**src/rtl/seq_pkg.sv**
```systemverilog
// ---------------------------------------------------------------------------
// seq_pkg
// Shared definitions for the 01010101 preamble transmitter and its detector
// benches.
//   state_t       : transmitter FSM encoding (IDLE, PRE, DATA)
//   PRE_PAT_DEF   : default preamble, sent MSB first -> 0,1,0,1,0,1,0,1
//   IDLE_LVL_DEF  : default line level between frames; a 1 never advances
//                   the detector out of its initial state
//   cnt_width()   : bit counter width, clog2(max(a,b)) with a floor of 1
// ---------------------------------------------------------------------------
package seq_pkg;

    typedef enum logic [1:0] {
        ST_IDLE = 2'd0,
        ST_PRE  = 2'd1,
        ST_DATA = 2'd2
    } state_t;

    localparam logic [7:0] PRE_PAT_DEF  = 8'h55;
    localparam logic       IDLE_LVL_DEF = 1'b1;

    function automatic int cnt_width(input int a, input int b);
        int m;
        m = (a > b) ? a : b;
        return (m <= 1) ? 1 : $clog2(m);
    endfunction

endpackage

```
**src/rtl/piso_shreg.sv**
```systemverilog
// ---------------------------------------------------------------------------
// piso_shreg
// Parallel-load, MSB-first shift register.
//   clk      : rising-edge clock
//   rst      : synchronous active-low reset, clears the register
//   load     : capture pdata on this edge (has priority over shift)
//   shift    : move contents one place towards the MSB, zero fill
//   pdata    : parallel load value
//   msb_next : the MSB the register will hold after this edge
//
// msb_next lets the owner register its serial output in the same cycle as
// the register update, so the serial bit appears on the cycle right after a
// load without an extra pipeline stage.
// ---------------------------------------------------------------------------
module piso_shreg #(
    parameter int W = 8
) (
    input  logic         clk,
    input  logic         rst,
    input  logic         load,
    input  logic         shift,
    input  logic [W-1:0] pdata,
    output logic         msb_next
);

    logic [W-1:0] q;
    logic [W-1:0] q_shifted;
    logic [W-1:0] q_next;

    // Written as a shift by one so W=1 needs no special case.
    assign q_shifted = q << 1;

    always_comb begin
        q_next = q;
        if (load) begin
            q_next = pdata;
        end else if (shift) begin
            q_next = q_shifted;
        end
    end

    assign msb_next = q_next[W-1];

    always_ff @(posedge clk) begin
        if (!rst) begin
            q <= '0;
        end else begin
            q <= q_next;
        end
    end

endmodule

```
**src/rtl/preamble_tx.sv**
```systemverilog
// ---------------------------------------------------------------------------
// preamble_tx
// Serial frame transmitter: on an accepted start it sends PRE_LEN preamble
// bits (PRE_PAT, MSB first) followed by DATA_W payload bits (MSB first),
// one bit per clock.
//   clk        : rising-edge clock
//   rst        : synchronous active-low reset, the only reset
//   start      : frame request, accepted when start=1 and ready=1
//   din        : payload, captured on the accepting edge only
//   ready      : high while idle
//   dout       : serial line, IDLE_LVL between frames
//   dout_valid : high while dout carries a preamble or payload bit
//   sof        : one-cycle pulse with the first preamble bit
//   done       : one-cycle pulse with the last payload bit
//   dbg_state  : current FSM state, for observation only
//
// Handshake: a frame is accepted on a rising edge where start=1 and ready=1;
// start is ignored (not queued) whenever ready=0, and din is not looked at
// after the accepting edge.
//
// Every output is a flop. The output decode runs on the next state and the
// next shift-register MSBs, so the output flops change on the same edge as
// the FSM and the first preamble bit appears in the cycle after acceptance.
// ---------------------------------------------------------------------------
module preamble_tx
    import seq_pkg::*;
#(
    parameter int                 DATA_W   = 8,
    parameter int                 PRE_LEN  = 8,
    parameter logic [PRE_LEN-1:0] PRE_PAT  = PRE_LEN'(PRE_PAT_DEF),
    parameter logic               IDLE_LVL = IDLE_LVL_DEF
) (
    input  logic              clk,
    input  logic              rst,
    input  logic              start,
    input  logic [DATA_W-1:0] din,
    output logic              ready,
    output logic              dout,
    output logic              dout_valid,
    output logic              sof,
    output logic              done,
    output logic [1:0]        dbg_state
);

    localparam int                CNT_W     = cnt_width(PRE_LEN, DATA_W);
    localparam logic [CNT_W-1:0]  PRE_LAST  = CNT_W'(PRE_LEN - 1);
    localparam logic [CNT_W-1:0]  DATA_LAST = CNT_W'(DATA_W - 1);
    localparam logic [CNT_W-1:0]  CNT_ONE   = CNT_W'(1);

    state_t             state;
    state_t             state_n;
    logic [CNT_W-1:0]   cnt;
    logic [CNT_W-1:0]   cnt_n;

    logic               load;
    logic               pat_shift;
    logic               data_shift;
    logic               pat_msb_next;
    logic               data_msb_next;

    logic               dout_d;
    logic               valid_d;
    logic               sof_d;
    logic               done_d;
    logic               ready_d;

    // -----------------------------------------------------------------------
    // Shift registers: preamble pattern and payload
    // -----------------------------------------------------------------------
    piso_shreg #(
        .W (PRE_LEN)
    ) u_pat_sr (
        .clk      (clk),
        .rst      (rst),
        .load     (load),
        .shift    (pat_shift),
        .pdata    (PRE_PAT),
        .msb_next (pat_msb_next)
    );

    piso_shreg #(
        .W (DATA_W)
    ) u_data_sr (
        .clk      (clk),
        .rst      (rst),
        .load     (load),
        .shift    (data_shift),
        .pdata    (din),
        .msb_next (data_msb_next)
    );

    // -----------------------------------------------------------------------
    // State register
    // -----------------------------------------------------------------------
    always_ff @(posedge clk) begin
        if (!rst) begin
            state <= ST_IDLE;
            cnt   <= '0;
        end else begin
            state <= state_n;
            cnt   <= cnt_n;
        end
    end

    // -----------------------------------------------------------------------
    // Next-state logic
    // The counter is reset to 0 on every state change and only increments
    // below the terminal count of the current phase, so it never wraps.
    // -----------------------------------------------------------------------
    always_comb begin
        state_n    = state;
        cnt_n      = cnt;
        load       = 1'b0;
        pat_shift  = 1'b0;
        data_shift = 1'b0;
        case (state)
            ST_IDLE: begin
                if (start) begin
                    state_n = ST_PRE;
                    cnt_n   = '0;
                    load    = 1'b1;
                end
            end
            ST_PRE: begin
                pat_shift = 1'b1;
                if (cnt == PRE_LAST) begin
                    state_n = ST_DATA;
                    cnt_n   = '0;
                end else begin
                    cnt_n = cnt + CNT_ONE;
                end
            end
            ST_DATA: begin
                data_shift = 1'b1;
                if (cnt == DATA_LAST) begin
                    state_n = ST_IDLE;
                    cnt_n   = '0;
                end else begin
                    cnt_n = cnt + CNT_ONE;
                end
            end
            default: begin
                // Unused encoding: recover to idle on the next edge.
                state_n = ST_IDLE;
                cnt_n   = '0;
            end
        endcase
    end

    // -----------------------------------------------------------------------
    // Output decode, evaluated for the cycle after the coming edge
    // -----------------------------------------------------------------------
    always_comb begin
        dout_d  = IDLE_LVL;
        valid_d = 1'b0;
        sof_d   = 1'b0;
        done_d  = 1'b0;
        ready_d = 1'b0;
        case (state_n)
            ST_IDLE: begin
                ready_d = 1'b1;
            end
            ST_PRE: begin
                dout_d  = pat_msb_next;
                valid_d = 1'b1;
                sof_d   = (cnt_n == '0);
            end
            ST_DATA: begin
                dout_d  = data_msb_next;
                valid_d = 1'b1;
                done_d  = (cnt_n == DATA_LAST);
            end
            default: begin
                ready_d = 1'b1;
            end
        endcase
    end

    // -----------------------------------------------------------------------
    // Output registers
    // -----------------------------------------------------------------------
    always_ff @(posedge clk) begin
        if (!rst) begin
            dout       <= IDLE_LVL;
            dout_valid <= 1'b0;
            sof        <= 1'b0;
            done       <= 1'b0;
            ready      <= 1'b1;
        end else begin
            dout       <= dout_d;
            dout_valid <= valid_d;
            sof        <= sof_d;
            done       <= done_d;
            ready      <= ready_d;
        end
    end

    assign dbg_state = state;

endmodule

```
**config.mk**
```make
export PLATFORM = sky130hd
export DESIGN_NAME = preamble_tx
export DESIGN_NICKNAME = d
export VERILOG_FILES = /design/src/rtl/seq_pkg.sv /design/src/rtl/piso_shreg.sv /design/src/rtl/preamble_tx.sv
export SDC_FILE = /design/constraint.sdc
export NUM_CORES = 1
export LEC_CHECK = 0
export ABC_AREA = 1
export CORE_ASPECT_RATIO = 0.8
export CORE_MARGIN = 2
export CORE_UTILIZATION = 23
export CTS_BUF_LIST = sky130_fd_sc_hd__clkbuf_16
export DETAILED_ROUTE_END_ITERATION = 12
export SLEW_MARGIN = 5
export SYNTH_ARGS = -nofsm -noshare
export SYNTH_HDL_FRONTEND = slang
export SYNTH_SLANG_ARGS = --single-unit
export TNS_END_PERCENT = 5
```
**constraint.sdc**
```tcl
create_clock -name clk -period 2.2 [get_ports clk]
set_input_delay 0.22 -clock clk [delete_from_list [all_inputs] [get_ports clk]]
set_output_delay 0.22 -clock clk [all_outputs]
set_load 0.02 [all_outputs]
```
## Yosys cells after proc, flatten, opt, wreduce, memory -nomap -nowiden

Cells that the tools add are included.

| operators by class | value |
|---|---|
| $add $sub $neg | 1 |
| equality and inequality tests | 6 |
| multiplexer cells | 18 |
| bitwise gates (word level) | 1 |
| reduce and logical (&&, ||, !) cells | 9 |

Operators by type and width:

| operator | count |
|---|---|
| 8-bit 2-to-1 mux | 4 |
| 3-bit == test (second input constant) | 2 |
| 1-bit 2-to-1 mux | 6 |
| 2-bit 2-to-1 mux | 3 |
| 3-bit 2-to-1 mux | 2 |
| 2-bit case mux with 3 select lines | 1 |
| 3-bit case mux with 2 select lines | 1 |
| 2-bit OR reduction | 3 |
| 2-bit by 1-bit == test with 1-bit output (second input constant) | 2 |
| 2-bit == test (second input constant) | 2 |
| 2-bit AND reduction | 2 |
| 2-bit nonzero test | 2 |
| 3-bit by 1-bit adder with 3-bit output (second input constant) | 1 |
| 3-bit logical NOT | 1 |
| 2-bit logical NOT | 1 |
| 1-bit case mux with 2 select lines | 1 |
| 1-bit inverter | 1 |

| storage, ports and cells | value |
|---|---|
| flip-flop bits (word level) | 26 |
| input port bits | 11 |
| output and inout bits | 7 |
| word-level logic and storage cells | 47 |

## Depth between registers and ports, before layout

| logic depth | value |
|---|---|
| word-level depth | 6 |
| depth in mapped cells | 12 |
| gate-level depth less buffers | 12 |

## Cells and area by module

From an unflattened synthesis, not the netlist that was laid out.

| second synthesis, totals | value |
|---|---|
| cells, all modules | 200 |
| area, all modules | 1,337.5 µm² |

Modules (own cells, without submodules):

| module | times used | cells an instance | area an instance (µm²) | sequential area each (µm²) |
|---|---|---|---|---|
| piso_shreg | 2 | 61 | 394.1 | 160.2 |
| preamble_tx | 1 | 78 | 549.3 | 200.2 |

## Worst setup path after synthesis

No wires, ideal clock.

| timing path | value |
|---|---|
| kind | register to register |
| start | register state[1], in the netlist dbg_state[1] |
| end | register dout |
| setup time | 124 ps |
| arrival | 1,701 ps |
| data required time | 2,076 ps |
| path slack | 375 ps |
| cell stages (with the launch flop) | 11 |
| buffers on the path | 1 |
| clock period less this slack | 1,825 ps |
| cells stage by stage | dfxtp_1 inv_1 ha_1 buf_4 o21ai_0 nand3_1 nand2_1 inv_1 ha_1 nor2_1 nand3_1 |

| between the ends | value |
|---|---|
| elaborated cells on any way between the ends | 17 |
| classes of those cells | eq/ne: 4; mux: 12; reduce/logical: 1 |

RTL lines:

| element | line | source |
|---|---|---|
| from (decl) | preamble_tx.sv:50 | `state_t state;` |
| from (signal assigned) | preamble_tx.sv:100 | `state <= state_n;` |
| 2-bit == test (tied with other cells) | preamble_tx.sv:116 | `case (state)` |
| 2-bit case mux with 3 select lines (*) | preamble_tx.sv:116 |  |
| net state_n[1] | preamble_tx.sv:51 | `state_t state_n;` |
| 2-bit == test / 2-bit by 1-bit == test with 1-bit output (equally long branches) | preamble_tx.sv:159 | `case (state_n)` |
| 1-bit case mux with 2 select lines (*) | preamble_tx.sv:159 |  |
| to (signal assigned) | preamble_tx.sv:190 | `dout <= dout_d;` |
| to (decl) | preamble_tx.sv:38 | `output logic dout,` |

Mark *: on every way through the listed nets, which the timed path passes. The rest lies on a longest branch. The select of a mux whose other input is x is not followed.
A chain may end at the register's enable or synchronous reset.

## Worst setup path in the final report

| timing path | value |
|---|---|
| start | register state[0], in the netlist dbg_state[0] |
| end | register dout |

| between the ends | value |
|---|---|
| cells in the longest elaborated chain, start to end | 5 |
| elaborated cells on any way between the ends | 17 |
| classes of those cells | eq/ne: 4; mux: 12; reduce/logical: 1 |

RTL lines:

| element | line | source |
|---|---|---|
| 2-bit == test / 2-bit by 1-bit == test with 1-bit output (equally long branches) | preamble_tx.sv:116 |  |
| 1-bit 2-to-1 mux | preamble_tx.sv:116 |  |
| 8-bit 2-to-1 mux | piso_shreg.sv:37 | `end else if (shift) begin` |
| 8-bit 2-to-1 mux | piso_shreg.sv:35 | `if (load) begin` |
| 1-bit case mux with 2 select lines (*) | preamble_tx.sv:159 |  |

Mark *: on every way between the ends. The rest lies on a longest branch, timed or not. The select of a mux whose other input is x is not followed.

==> metrics.txt <==
vias in the first global route=921; cell count after synthesis=153; top-count cell post-synth=nand2_1; peak supply drop=0.0002836 V; sequential element share of the synthesized area=45.37%; min Tclk post-route=1893 ps; routed length per instance=10.52 µm; total power=1.214 mW; Initial DRC Count=105; CP endpoint kind=flip-flop; setup_tns=0 ps; Logic pwr share=14.1%; Max H-tree Level=1; largest area contributor in the netlist=dfxtp_1; Core Area=4707 µm²; drt drc=0; Post-synth EDFFs=0; Synth area leaders=dfxtp_1 (45%), nand2_1 (13%), ha_1 (8.7%), a21oi_1 (8.3%), nand3_1 (5.2%); row count=22; GRT Total Usage=9.207%; sequential fraction of design power=43.2%; R2R Path Start=dbg_state[0]; Setup Skew=4.384 ps; final-stage net count=191; unrepaired setup endpoints after global routing=false; Final Cycle Share=86.05%; boundary pin count=18; Mapped Nets=172; Final Routed Wirelength=2431 µm; Post-Syn Area=1147 µm²; Hold Crit Class=flip-flop to flip-flop; post-cts resize count=0; final hold violation count=0; CTS Buf Count=3; Clock Tree Root=clkbuf_16; synth-to-layout area growth=29.33%; switch share=22.18%; clk_lat worst skew=260 ps; WP data arrival=2040 ps; Placement Cell Area=1379 µm²; sw power=0.2694 mW; leakage=0.6273 nW; R2R setup slack=310 ps; Worst EP required=2340 ps; final setup vio count=0; post-route cell area=1484 µm²; Setup Fix Bufs, Post-CTS=0; share of cells above drive strength 1=4.678%; status=completed; MaxCap Viol Count=0; ys async rst share=0%; Remaining Overflow, GRT=0; Max Clk Rate=528.3 MHz; antenna cells=0; Synth top area share=45.37%; HP Start=u_data_sr.q[2]; reg2reg path depth=8; die area=5573 µm²; r2r endpoint=dout; clock share of power=42.8%; largest net degree at the start of global routing=18; global-route wire length before repair=4105 µm; routability cong.=0.7993; worst rel slew slack=74.53%; Initial Utilization=24.38%; ys flop type=dfxtp_1; CTS tree=built; buffers added on ports=17; setup slack after layout=307.0 ps; Routed Antenna Nets=0; fillers=487; Hold-fix buffers, CTS=0; via count=1001; Detail Placement HPWL=1738 µm; antenna violations before repair=0; startpoint types=flip-flop; Die H=67.17 µm; Yosys reg bits=26; CTS Buffer Depth=2; DR pass1 iterations=4; Synth Area per Inst=7.499 µm²; critical path type=flip-flop to flip-flop; Cell Int Power=0.9450 mW; worst-margin pin slew=381.6 ps; Commonest cells post-synth=nand2_1 (39), dfxtp_1 (26), a21oi_1 (19); Die Wd=82.97 µm; Multi-input gate area=538.0 µm²; pre-CTS setup slack=348.5 ps; count of different cell masters after synthesis=17; CTS clk-pin slew, worst paths=70 ps; YS warnings=0; TritonCTS Sinks=26; Final Slew Violations=0; power density cells=818.3 nW/µm²; Reg area=520.5 µm²; Hold Crit Endpoint=u_data_sr.q[3]; CP max FO=10; vias per inst=4.333; Hold Path Stages=2
-- worst max-delay path: stages (launching register included) --
cell and delay, ps:
dfxtp_1 360, inv_1 130, ha_1 380, nor2_1 70, o21bai_1 130, nand3_1 140
ha_1 320, nor2_1 160, nand3_1 90
-- layer usage --
metal,share of wire (%),vias up,track usage [%]
met5,0,-,0
met3,4.8,4,3.667
met1,52,447,11.63
met2,41,18,14.42
met4,1.6,0,3.279
li1,-,532,-
-- cell families (layout without fill, tap and decap cells) --
family          count (synthesis)  count (layout)  share of synthesized area (%)
fa+ha+maj                       8               8                          8.724
simple gates                   67              67                          24.10
flops                          26              26                          45.37
buf+inv                        21              39                          7.742
compound gates                 31              31                          14.07
-- cell usage in the layout (no fill, tap or decap) --
cell type / instances
nand2_1: 39
bufinv_16: 1
nor2_1: 12
dfxtp_1: 26
a21oi_1: 19
or2_2: 1
o21ai_0: 8
o21bai_1: 1
clkbuf_16: 3
buf_4: 2
nand4_1: 1
ha_1: 8
clkdlybuf4s50_1: 17
nand3_1: 12
or2_1: 1
a31oi_1: 3
inv_1: 16
nand2_2: 1
-- worst max path at each step --
stage                            start  endpoint  slack, ps  cells after the start
final                     dbg_state[0]      dout        310                      8
after CTS                 dbg_state[0]      dout        320                      8
after global routing      dbg_state[0]      dout         60                      8
after global placement    dbg_state[0]      dout        370                      9
after detailed placement  dbg_state[0]      dout        350                      8
after floorplan           dbg_state[1]      dout        380                     10
-- per-stage QoR --
stage | util, % | instances | hold WS (ps)
finish | 31.53 | 231 | 457.7
global route | 31.53 | 231 | 479.1
CTS | 31.53 | 231 | 456.5
detailed placement | 29.29 | 227 | 445.8
global placement | 29.29 | 227 | 445.9
floorplan | - | 153 | 369.7
-- power groups by stage --
stage	logic, mW	registers (mW)	clock network [mW]
2_1_floorplan	0.0979	0.544	0
4_1_cts	0.172	0.524	0.538
3_5_place_dp	0.171	0.534	0
3_3_place_gp	0.170	0.534	0
5_1_grt	0.195	0.528	0.554
6_report	0.171	0.524	0.519
-- final cells by class --
class                   instances  share of cell area [%]
inverters                      16                   4.047
flip-flops and latches         26                   35.08
clock buffers                   3                   5.059
repair buffers                 19                   12.48
clock inverters                 1                   2.024
well taps                      60                   5.059
multi-input cells             106                   36.26
-- registers in the layout (all words and copies together), names as in the netlist --
register,count
u_pat_sr.q,8
ready,1
cnt,3
done,1
u_data_sr.q,8
dout,1
sof,1
dbg_state,2
dout_valid,1
Note: power is estimated with default switching activity, not from simulation.
